### src/rtl/scytale_encryption.sv
`default_nettype none
// ============================================================================
// Module      : scytale_encryption
// Description : Scytale (columnar transposition) encryptor. Characters arrive
//               on data_i/valid_i and are buffered in IDLE. A
//               START_ENCRYPTION_TOKEN latches the grid size (key_N rows x
//               key_M columns). The stored text is then read out one cell
//               per cycle, column by column, from plaintext cell p = M*i + j.
//               Optional feature macro: SCYTALE_ENC_PAD_EN. When it is defined,
//               empty cells are sent as PAD_CHAR with valid_o high. When it is
//               not defined, empty cells produce a valid_o gap.
// Ports       : clk     - clock, all state updates on the rising edge
//               rst_n   - asynchronous active-low reset
//               data_i  - plaintext character or start token
//               valid_i - data_i qualifier
//               key_N   - grid rows, latched when the token is accepted
//               key_M   - grid columns, latched when the token is accepted
//               data_o  - ciphertext character (registered)
//               valid_o - data_o qualifier (registered)
//               busy    - high while encrypting; all input is ignored then
// Revision    : 1.0 - initial release
// ============================================================================
module scytale_encryption #(
    parameter int                 D_WIDTH                = 8,
    parameter int                 KEY_WIDTH              = 8,
    parameter int                 MAX_NOF_CHARS          = 50,
    parameter logic [D_WIDTH-1:0] START_ENCRYPTION_TOKEN = 8'hFA,
    parameter logic [D_WIDTH-1:0] PAD_CHAR               = 8'h20
) (
    input  logic                 clk,
    input  logic                 rst_n,
    input  logic [D_WIDTH-1:0]   data_i,
    input  logic                 valid_i,
    input  logic [KEY_WIDTH-1:0] key_N,
    input  logic [KEY_WIDTH-1:0] key_M,
    output logic [D_WIDTH-1:0]   data_o,
    output logic                 valid_o,
    output logic                 busy
);

    localparam int c_CNT_W = $clog2(MAX_NOF_CHARS + 1);
    localparam int c_IDX_W = (MAX_NOF_CHARS > 1) ? $clog2(MAX_NOF_CHARS) : 1;
    // The cell index must hold M*i + j without wrapping.
    localparam int c_P_W   = 2 * KEY_WIDTH;

    localparam logic [c_CNT_W-1:0] c_MAX_CNT  = c_CNT_W'(MAX_NOF_CHARS);
    localparam logic [c_P_W-1:0]   c_MAX_CELL = c_P_W'(MAX_NOF_CHARS);

    localparam logic [0:0] c_IDLE    = 1'b0;
    localparam logic [0:0] c_ENCRYPT = 1'b1;

    logic [0:0]           r_state;
    logic [c_CNT_W-1:0]   r_count;
    logic [KEY_WIDTH-1:0] r_key_n;
    logic [KEY_WIDTH-1:0] r_key_m;
    logic [KEY_WIDTH-1:0] r_row;
    logic [KEY_WIDTH-1:0] r_col;
    logic                 r_fin;
    logic [D_WIDTH-1:0]   r_data;
    logic                 r_valid;
    logic                 r_busy;
    logic [D_WIDTH-1:0]   r_buf [MAX_NOF_CHARS];

    logic [0:0]           w_state_nxt;
    logic [c_CNT_W-1:0]   w_count_nxt;
    logic [KEY_WIDTH-1:0] w_key_n_nxt;
    logic [KEY_WIDTH-1:0] w_key_m_nxt;
    logic [KEY_WIDTH-1:0] w_row_nxt;
    logic [KEY_WIDTH-1:0] w_col_nxt;
    logic                 w_fin_nxt;
    logic [D_WIDTH-1:0]   w_data_nxt;
    logic                 w_valid_nxt;
    logic                 w_busy_nxt;
    logic                 w_wr_en;

    logic [c_P_W-1:0]     w_cell;
    logic                 w_empty;
    logic [c_IDX_W-1:0]   w_rd_idx;
    logic [D_WIDTH-1:0]   w_rd_data;
    logic                 w_zero_grid;
    logic                 w_row_end;
    logic                 w_col_end;

    // Plaintext cell addressed by the current (row, column) walk position.
    assign w_cell = ({{KEY_WIDTH{1'b0}}, r_key_m} * {{KEY_WIDTH{1'b0}}, r_row})
                  + {{KEY_WIDTH{1'b0}}, r_col};

    assign w_empty     = (w_cell >= c_P_W'(r_count)) || (w_cell >= c_MAX_CELL);
    assign w_rd_idx    = w_cell[c_IDX_W-1:0];
    assign w_rd_data   = r_buf[w_rd_idx];
    assign w_zero_grid = (r_key_n == '0) || (r_key_m == '0);
    assign w_row_end   = (r_row == r_key_n - KEY_WIDTH'(1));
    assign w_col_end   = (r_col == r_key_m - KEY_WIDTH'(1));

    assign data_o  = r_data;
    assign valid_o = r_valid;
    assign busy    = r_busy;

    // Character buffer; contents are don't-care after reset.
    always_ff @(posedge clk) begin
        if (w_wr_en) begin
            r_buf[r_count[c_IDX_W-1:0]] <= data_i;
        end
    end

    always_ff @(posedge clk or negedge rst_n) begin
        if (!rst_n) begin
            r_state <= c_IDLE;
            r_count <= '0;
            r_key_n <= '0;
            r_key_m <= '0;
            r_row   <= '0;
            r_col   <= '0;
            r_fin   <= 1'b0;
            r_data  <= '0;
            r_valid <= 1'b0;
            r_busy  <= 1'b0;
        end else begin
            r_state <= w_state_nxt;
            r_count <= w_count_nxt;
            r_key_n <= w_key_n_nxt;
            r_key_m <= w_key_m_nxt;
            r_row   <= w_row_nxt;
            r_col   <= w_col_nxt;
            r_fin   <= w_fin_nxt;
            r_data  <= w_data_nxt;
            r_valid <= w_valid_nxt;
            r_busy  <= w_busy_nxt;
        end
    end

    always_comb begin
        w_state_nxt = r_state;
        w_count_nxt = r_count;
        w_key_n_nxt = r_key_n;
        w_key_m_nxt = r_key_m;
        w_row_nxt   = r_row;
        w_col_nxt   = r_col;
        w_fin_nxt   = r_fin;
        w_data_nxt  = r_data;
        w_valid_nxt = r_valid;
        w_busy_nxt  = r_busy;
        w_wr_en     = 1'b0;

        case (r_state)
            c_IDLE: begin
                if (valid_i) begin
                    if (data_i != START_ENCRYPTION_TOKEN) begin
                        // Characters past the buffer depth are dropped.
                        if (r_count < c_MAX_CNT) begin
                            w_wr_en     = 1'b1;
                            w_count_nxt = r_count + c_CNT_W'(1);
                        end
                    end else if (r_count != '0) begin
                        w_key_n_nxt = key_N;
                        w_key_m_nxt = key_M;
                        w_row_nxt   = '0;
                        w_col_nxt   = '0;
                        w_fin_nxt   = 1'b0;
                        w_busy_nxt  = 1'b1;
                        w_state_nxt = c_ENCRYPT;
                    end
                end
            end

            c_ENCRYPT: begin
                // r_fin marks that the final cell went out on the previous edge;
                // an empty grid finishes right away.
                if (r_fin || w_zero_grid) begin
                    w_state_nxt = c_IDLE;
                    w_valid_nxt = 1'b0;
                    w_busy_nxt  = 1'b0;
                    w_count_nxt = '0;
                end else begin
                    if (w_empty) begin
`ifdef SCYTALE_ENC_PAD_EN
                        w_data_nxt  = PAD_CHAR;
                        w_valid_nxt = 1'b1;
`else
                        // The gap cycle keeps the last character on data_o.
                        w_valid_nxt = 1'b0;
`endif
                    end else begin
                        w_data_nxt  = w_rd_data;
                        w_valid_nxt = 1'b1;
                    end

                    // Row index runs fastest, so output is column-major.
                    if (w_row_end) begin
                        w_row_nxt = '0;
                        w_col_nxt = r_col + KEY_WIDTH'(1);
                    end else begin
                        w_row_nxt = r_row + KEY_WIDTH'(1);
                    end
                    w_fin_nxt = w_row_end && w_col_end;
                end
            end

            default: begin
                w_state_nxt = c_IDLE;
            end
        endcase
    end

endmodule
`default_nettype wire

### config.mk
export PLATFORM = sky130hd
export DESIGN_NAME = scytale_encryption
export DESIGN_NICKNAME = d
export VERILOG_FILES = /design/src/rtl/scytale_encryption.sv
export SDC_FILE = /design/constraint.sdc
export NUM_CORES = 1
export LEC_CHECK = 0
export CAP_MARGIN = 10
export CORE_MARGIN = 4
export CORE_UTILIZATION = 56
export CTS_BUF_LIST = sky130_fd_sc_hd__clkbuf_4
export CTS_CLUSTER_SIZE = 16
export DETAILED_ROUTE_END_ITERATION = 12
export PLACE_DENSITY = 0.76
export SETUP_SLACK_MARGIN = 0.02
export SLEW_MARGIN = 0
export SYNTH_ARGS = -nofsm -noshare
export SYNTH_HDL_FRONTEND = slang
export SYNTH_SLANG_ARGS = --single-unit
export TNS_END_PERCENT = 1
### constraint.sdc
create_clock -name clk -period 5.7 [get_ports clk]
set_input_delay 1.14 -clock clk [delete_from_list [all_inputs] [get_ports clk]]
set_output_delay 1.14 -clock clk [all_outputs]
set_load 0.005 [all_outputs]
==> results.ini, run 1 <==
[drt]
finalWirelength_um=44500
firstDrtPassIters=6
avgRoutedWirePerCell_um=22.7
vias_per_cell=5.90
post-route-drc-count=0
ant_nets=0
drt-initial-drc-count=1046
dr_total_vias=11543

[placed_design]
gp_routability_congestion=0.858
port_buffers=36
hpwl_um=29200
placed_area_um2=21600

[grt]
grt.total_usage=0.230
grt_pass1_wl_um=68700
grt_pass1_vias=11624
antenna_found_initial=3
grt_max_degree=57
overflow=0

[critical_path]
cp_top_family=adder cells
endpoint_kind=flop
cp.buffers_inverters=3
required_ns=6.39
timing.rr.start=r_key_m[4]
crit_type=flop to flop
path_max_fanout=10
crit_chain=and2_1 -> fa_1 -> inv_1 -> fa_1 -> inv_1 -> ha_1 -> inv_1 -> fa_1 -> fa_1 -> xnor2_1 -> ha_1 -> a21oi_1 -> o2111ai_1 -> nor4_1 -> nand3_1 -> nor4b_4 -> nand4_4 -> mux2_2
rr_endpoint=data_o[2]
reg2regPathDepth=18
crit_arrival_ns=6.06
cpPeakStageDelay_ns=0.50
slowest_stage=fa_1
crit_path_start_kind=flop
reg2reg_slack_ns=0.32
cp_common_cell=fa_1

[timing]
period_share=0.943
clock.fmax_mhz=186
slew_headroom=0.310
setup_viol_count_final=0
hold_viol=0
worstMarginPinSlew_ns=1.03
slew_violations=0
rsz0062_at_grt=no
finalHoldWorstSlack_ns=0.459
post-route-min-period_ns=5.38
tns_ns=0
finClkSkew_ns=0.0552

[job]
drv_cap=0

[synthesis]
ys_async_sr_fraction=0.111
synth_common_cells=edfxtp_1, mux4_2, nand2_1, nor2_1, inv_1
synth.distinct_cells=62
yosysMostFrequentCell=edfxtp_1
synth_top_area_cell=edfxtp_1
synth-main-ff-cell=edfxtp_1
syn-num-nets=1389
syn_area_per_cell_um2=16.3
yosysSeqAreaShare=0.642
synth-warning-count=0
ys_ff_latch=450
synth-edff-count=400
yosys-top-cells-area=edfxtp_1, mux4_2, dfrtp_1, fa_1, ha_1
postSynthCellCount=1269
netlist_area_um2=20700
synth_top_area_share=0.582

[power]
powerDensity_nw_per_um2=483
ir_drop_v=0.000407
leakage_nw=8.33

[die]
die_h_um=200
fp.dieArea_um2=40000
num_rows=70
initial_utilization=0.565
die_w_um=200
io_pins=37
coreArea_um2=36500

[cts]
cts_buffer_depth=3
cts_buffers=111
postCtsSetupBuffers=0
cts_tree=built
cts_hold_buf=0
clockRootBuffer=clkbuf_4
clkLatencyLatePin_ns=0.85
htreeDepth=3
cts.clk_slew.worst_paths_ns=0.06
clock_sinks=450
cts_resized=0

[run_status]
outcome=finished clean

[hold_path]
hold_class=primary input to asynchronous set/reset pin

[final_layout]
layout.nets=1508
final_util=0.633
multi_input_area_um2=6860
syn2layout_area_growth_pct=11.9
fillers=2616
drive_gt1_frac=0.239
design_area_um2=23100
ff_latch_area_um2=13300

[cell families after synthesis]
logic type | after synthesis | share of synthesized area
buffers and inverters | 140 | 0.0281
xor gates and xnor gates | 32 | 0.0136
and+or+nand+nor | 303 | 0.0699
DFF | 450 | 0.642
AOI/OAI and AO/OA | 109 | 0.0337
adders and majority gates | 93 | 0.0723
muxes | 142 | 0.140
[state kept, by name, indices dropped and copies added (netlist names)]
register,count
r_buf,400
r_count,6
busy,1
r_col,8
r_key_n,8
data_o,8
r_row,8
r_key_m,8
r_fin,1
r_state,1
valid_o,1
[layout make-up]
class,count,area share
clock inverters,40,0.0113
repair buffers,66,0.0245
flip-flops and latches,450,0.574
diodes,3,0.000325
multi-input cells,679,0.297
well taps,468,0.0253
clock buffers,169,0.0549
inverters,80,0.0130
[worst register-to-register path: stages, from the launching register on]
cell and delay [ns]:
dfrtp_1 0.49, and2_1 0.23, fa_1 0.50, inv_1 0.05, fa_1 0.50, inv_1 0.04, ha_1 0.28, inv_1 0.07
fa_1 0.44, fa_1 0.41, xnor2_1 0.24, ha_1 0.29, a21oi_1 0.24, o2111ai_1 0.14, nor4_1 0.26, nand3_1 0.15
nor4b_4 0.33, nand4_4 0.25, mux2_2 0.35
[placed cells by master, fill, tap and decap left out, drive strengths merged, types with 9 or more instances in the layout]
cell type        n
mux2             9
ha              49
nor2b            9
nand2           92
o21ai           32
clkdlybuf4s50   27
clkinv          35
mux2i           16
nor2            87
clkbuf         169
inv             81
xor2            13
mux4           117
a22oi            9
a21oi           27
edfxtp         400
and2            47
buf             39
dfrtp           50
xnor2           19
nor3            14
nand3           22
fa              44
[power breakdown]
group	switching, mW	leakage (nW)	internal [mW]
clock	1.29	0.894	1.50
combinational	2.40	3.22	2.09
sequential	0.145	4.22	3.74
[routing by layer]
metal,GRT usage,part of all wire
met4,0.0775,0.026
met1,0.329,0.41
met2,0.363,0.50
met5,0,0
met3,0.0463,0.068
[stage by stage]
| step | power, mW | setup slack (ns) | cells |
|---|---|---|---|
| CTS | 11.3 | 0.221 | 1952 |
| finish | 11.2 | 0.323 | 1955 |
| global placement | 8.39 | 0.382 | 1743 |
| detailed placement | 8.46 | 0.218 | 1743 |
| floorplan | 7.10 | 0.0897 | 1269 |
| global route | 11.8 | 0.0310 | 1955 |
[worst max-delay path by stage]
stage	start	end	cells past startpoint
after floorplan	r_key_m[4]	data_o[0]	21
after global placement	r_row[7]	data_o[2]	15
after detailed placement	r_row[1]	data_o[2]	18
after CTS	r_key_m[3]	data_o[2]	20
after global routing	r_row[7]	data_o[0]	15
final	r_key_m[4]	data_o[2]	18
(Power assumes the default switching activity.)
==> run 2, diff against run 1 <==
CORE_ASPECT_RATIO = 0.75   (was default)
==> run 2 against run 1 <==
  * Final area is 0.57% lower
  * Critical endpoint is now data_o[0]
  * Count of clock-buffer cells in the layout shrank 8
  * Cell count increased by 0.46%
  * Wire length grew 1.5%
  * Critical path type unchanged
==> results.ini, run 2 (same netlist as run 1, synthesis figures left out) <==
[placed_design]
port_buffers=36  ; unchanged
dp_cells=1772  ; was 1743
hpwl_um=30100  ; was 29200 µm
placed_area_um2=21600  ; about the same
gp_routability_congestion=0.908  ; was 0.858
pre_cts_ws_ns=0.229  ; was 0.218 ns

[final_layout]
drive_gt1_frac=0.237  ; was 0.239
syn2layout_area_growth_pct=11.3  ; was 11.9%
final_common_cell=edfxtp_1  ; unchanged
fin_cells=1964  ; was 1955
layout_common_cells=edfxtp_1, clkbuf_4, mux4_2  ; unchanged
final_util=0.636  ; was 0.633
design_area_um2=23000  ; was 23100 µm²
layout.nets=1503  ; was 1508
largest_register_ffs=400  ; unchanged

[timing]
setup_slack_ns=0.271  ; was 0.323 ns
finalHoldWorstSlack_ns=0.457  ; was 0.459 ns
post-route-min-period_ns=5.43  ; was 5.38 ns
worstMarginPinSlew_ns=1.00  ; was 1.03 ns
rsz0062_at_grt=no  ; unchanged
tns_ns=0  ; unchanged
finClkSkew_ns=0.0487  ; was 0.0552 ns
clock.fmax_mhz=184  ; was 186 MHz
slew_violations=0  ; unchanged
setup_viol_count_final=0  ; unchanged
period_share=0.953  ; was 0.943
hold_viol=0  ; unchanged
slew_headroom=0.333  ; was 0.310

[power]
ir_drop_v=0.000366  ; was 0.000407 V
leakage_nw=8.26  ; was 8.33 nW
total_power_mw=11.0  ; was 11.2 mW
powerDensity_nw_per_um2=478  ; was 483 nW/µm²

[cts]
clock_sinks=450  ; unchanged
clockRootBuffer=clkbuf_4  ; unchanged
cts_resized=0  ; unchanged
postCtsSetupBuffers=0  ; unchanged
clkLatencyLatePin_ns=0.79  ; was 0.85 ns
htreeDepth=3  ; unchanged
cts_tree=built  ; unchanged
cts.clk_slew.worst_paths_ns=0.08  ; was 0.06 ns
cts_buffer_depth=3  ; unchanged
cts_buffers=105  ; was 111
cts_hold_buf=0  ; unchanged

[critical_path]
endpoint_kind=flop  ; unchanged
required_ns=6.38  ; was 6.39 ns
crit_path_start_kind=flop  ; unchanged
path_max_fanout=11  ; was 10
crit_arrival_ns=6.11  ; was 6.06 ns
crit_type=flop to flop  ; unchanged

[grt]
grt_pass1_wl_um=70700  ; was 68700 µm
grt.total_usage=0.232  ; was 0.230
grt_pass1_vias=11799  ; was 11.6k
grt_max_degree=66  ; was 57
overflow=0  ; unchanged
antenna_found_initial=2  ; was 3

[die]
die_w_um=230  ; was 200 µm
coreArea_um2=36100  ; was 36500 µm²
fp.dieArea_um2=40000  ; about the same
die_h_um=174  ; was 200 µm
initial_utilization=0.572  ; was 0.565
num_rows=60  ; was 70
io_pins=37  ; unchanged

[drt]
avgRoutedWirePerCell_um=23.0  ; was 22.7 µm
drt-initial-drc-count=1438  ; was 1046
dr_wl_met3_um=4320  ; was 3040 µm
finalWirelength_um=45100  ; was 44500 µm
routedLengthMet1_um=19900  ; was 18300 µm
dr_wl_met2_um=20200  ; was 22000 µm
vias_per_cell=5.91  ; was 5.90
post-route-drc-count=0  ; unchanged
top_layer_used=met4  ; unchanged
firstDrtPassIters=8  ; was 6
dr_total_vias=11612  ; was 11.5k
ant_nets=0  ; unchanged

[run_status]
outcome=finished clean  ; unchanged

[hold_path]
hold_class=primary input to asynchronous set/reset pin  ; unchanged

[job]
drv_cap=0  ; unchanged

-- run 2: cell types whose count changed in the layout (fill, tap and decap cells not counted), moves of 2 or more --
| cell | delta |
|---|---|
| clkinv_1 | -9 |
| diode_2 | -2 |
| inv_2 | +2 |
| clkbuf_4 | -8 |
| bufinv_16 | -2 |
| clkinv_4 | +2 |
-- run 2: area by class of cell --
class / count / area [µm²]
sequential: 450 / 13300
fill: 2554 / 13100
multi-input combinational: 679 / 6850
clock buffer: 161 / 1210
tap: 496 / 621
timing repair buffer: 67 / 573
inverter: 80 / 300
clock inverter: 30 / 159
antenna: 1 / 2.50
-- run 2: power by group --
part	total, mW	switching [mW]	internal (mW)
sequential	3.89	0.151	3.74
clock	2.59	1.25	1.34
combinational	4.49	2.38	2.11
total	11.0	3.79	7.19
-- run 2: final timing paths --
kind / startpoint / endpoint / slack [ns] / cells past startpoint
max: r_key_m[3] / data_o[0] / 0.27 / 20
min: rst_n / r_row[7] / 0.46 / 2
max reg2reg: r_key_m[3] / data_o[0] / 0.27 / 20
min reg2reg: busy / busy / 0.50 / 2
max in group asynchronous: rst_n / r_row[2] / 4.72 / 2
min in group clk: busy / busy / 0.50 / 2
-- run 2: critical path, cell delays in order, from the launching register on --
cell	delay, ns
dfrtp_1	0.60
nand2_1	0.14
fa_1	0.52
inv_1	0.04
ha_1	0.26
ha_1	0.28
inv_1	0.07
fa_1	0.40
inv_1	0.06
ha_1	0.16
inv_1	0.07
fa_1	0.46
xnor2_1	0.25
ha_1	0.29
a21oi_1	0.19
o2111ai_1	0.14
nor4_1	0.28
nand3_1	0.12
nor4b_2	0.39
nand4_4	0.26
mux2_2	0.35
-- run 2: metal layers --
layer / vias to the layer above / track usage
met1: 5909 / 0.366
met4: 0 / 0.0607
met5: - / 0
li1: 5111 / -
met2: 540 / 0.325
met3: 52 / 0.0631
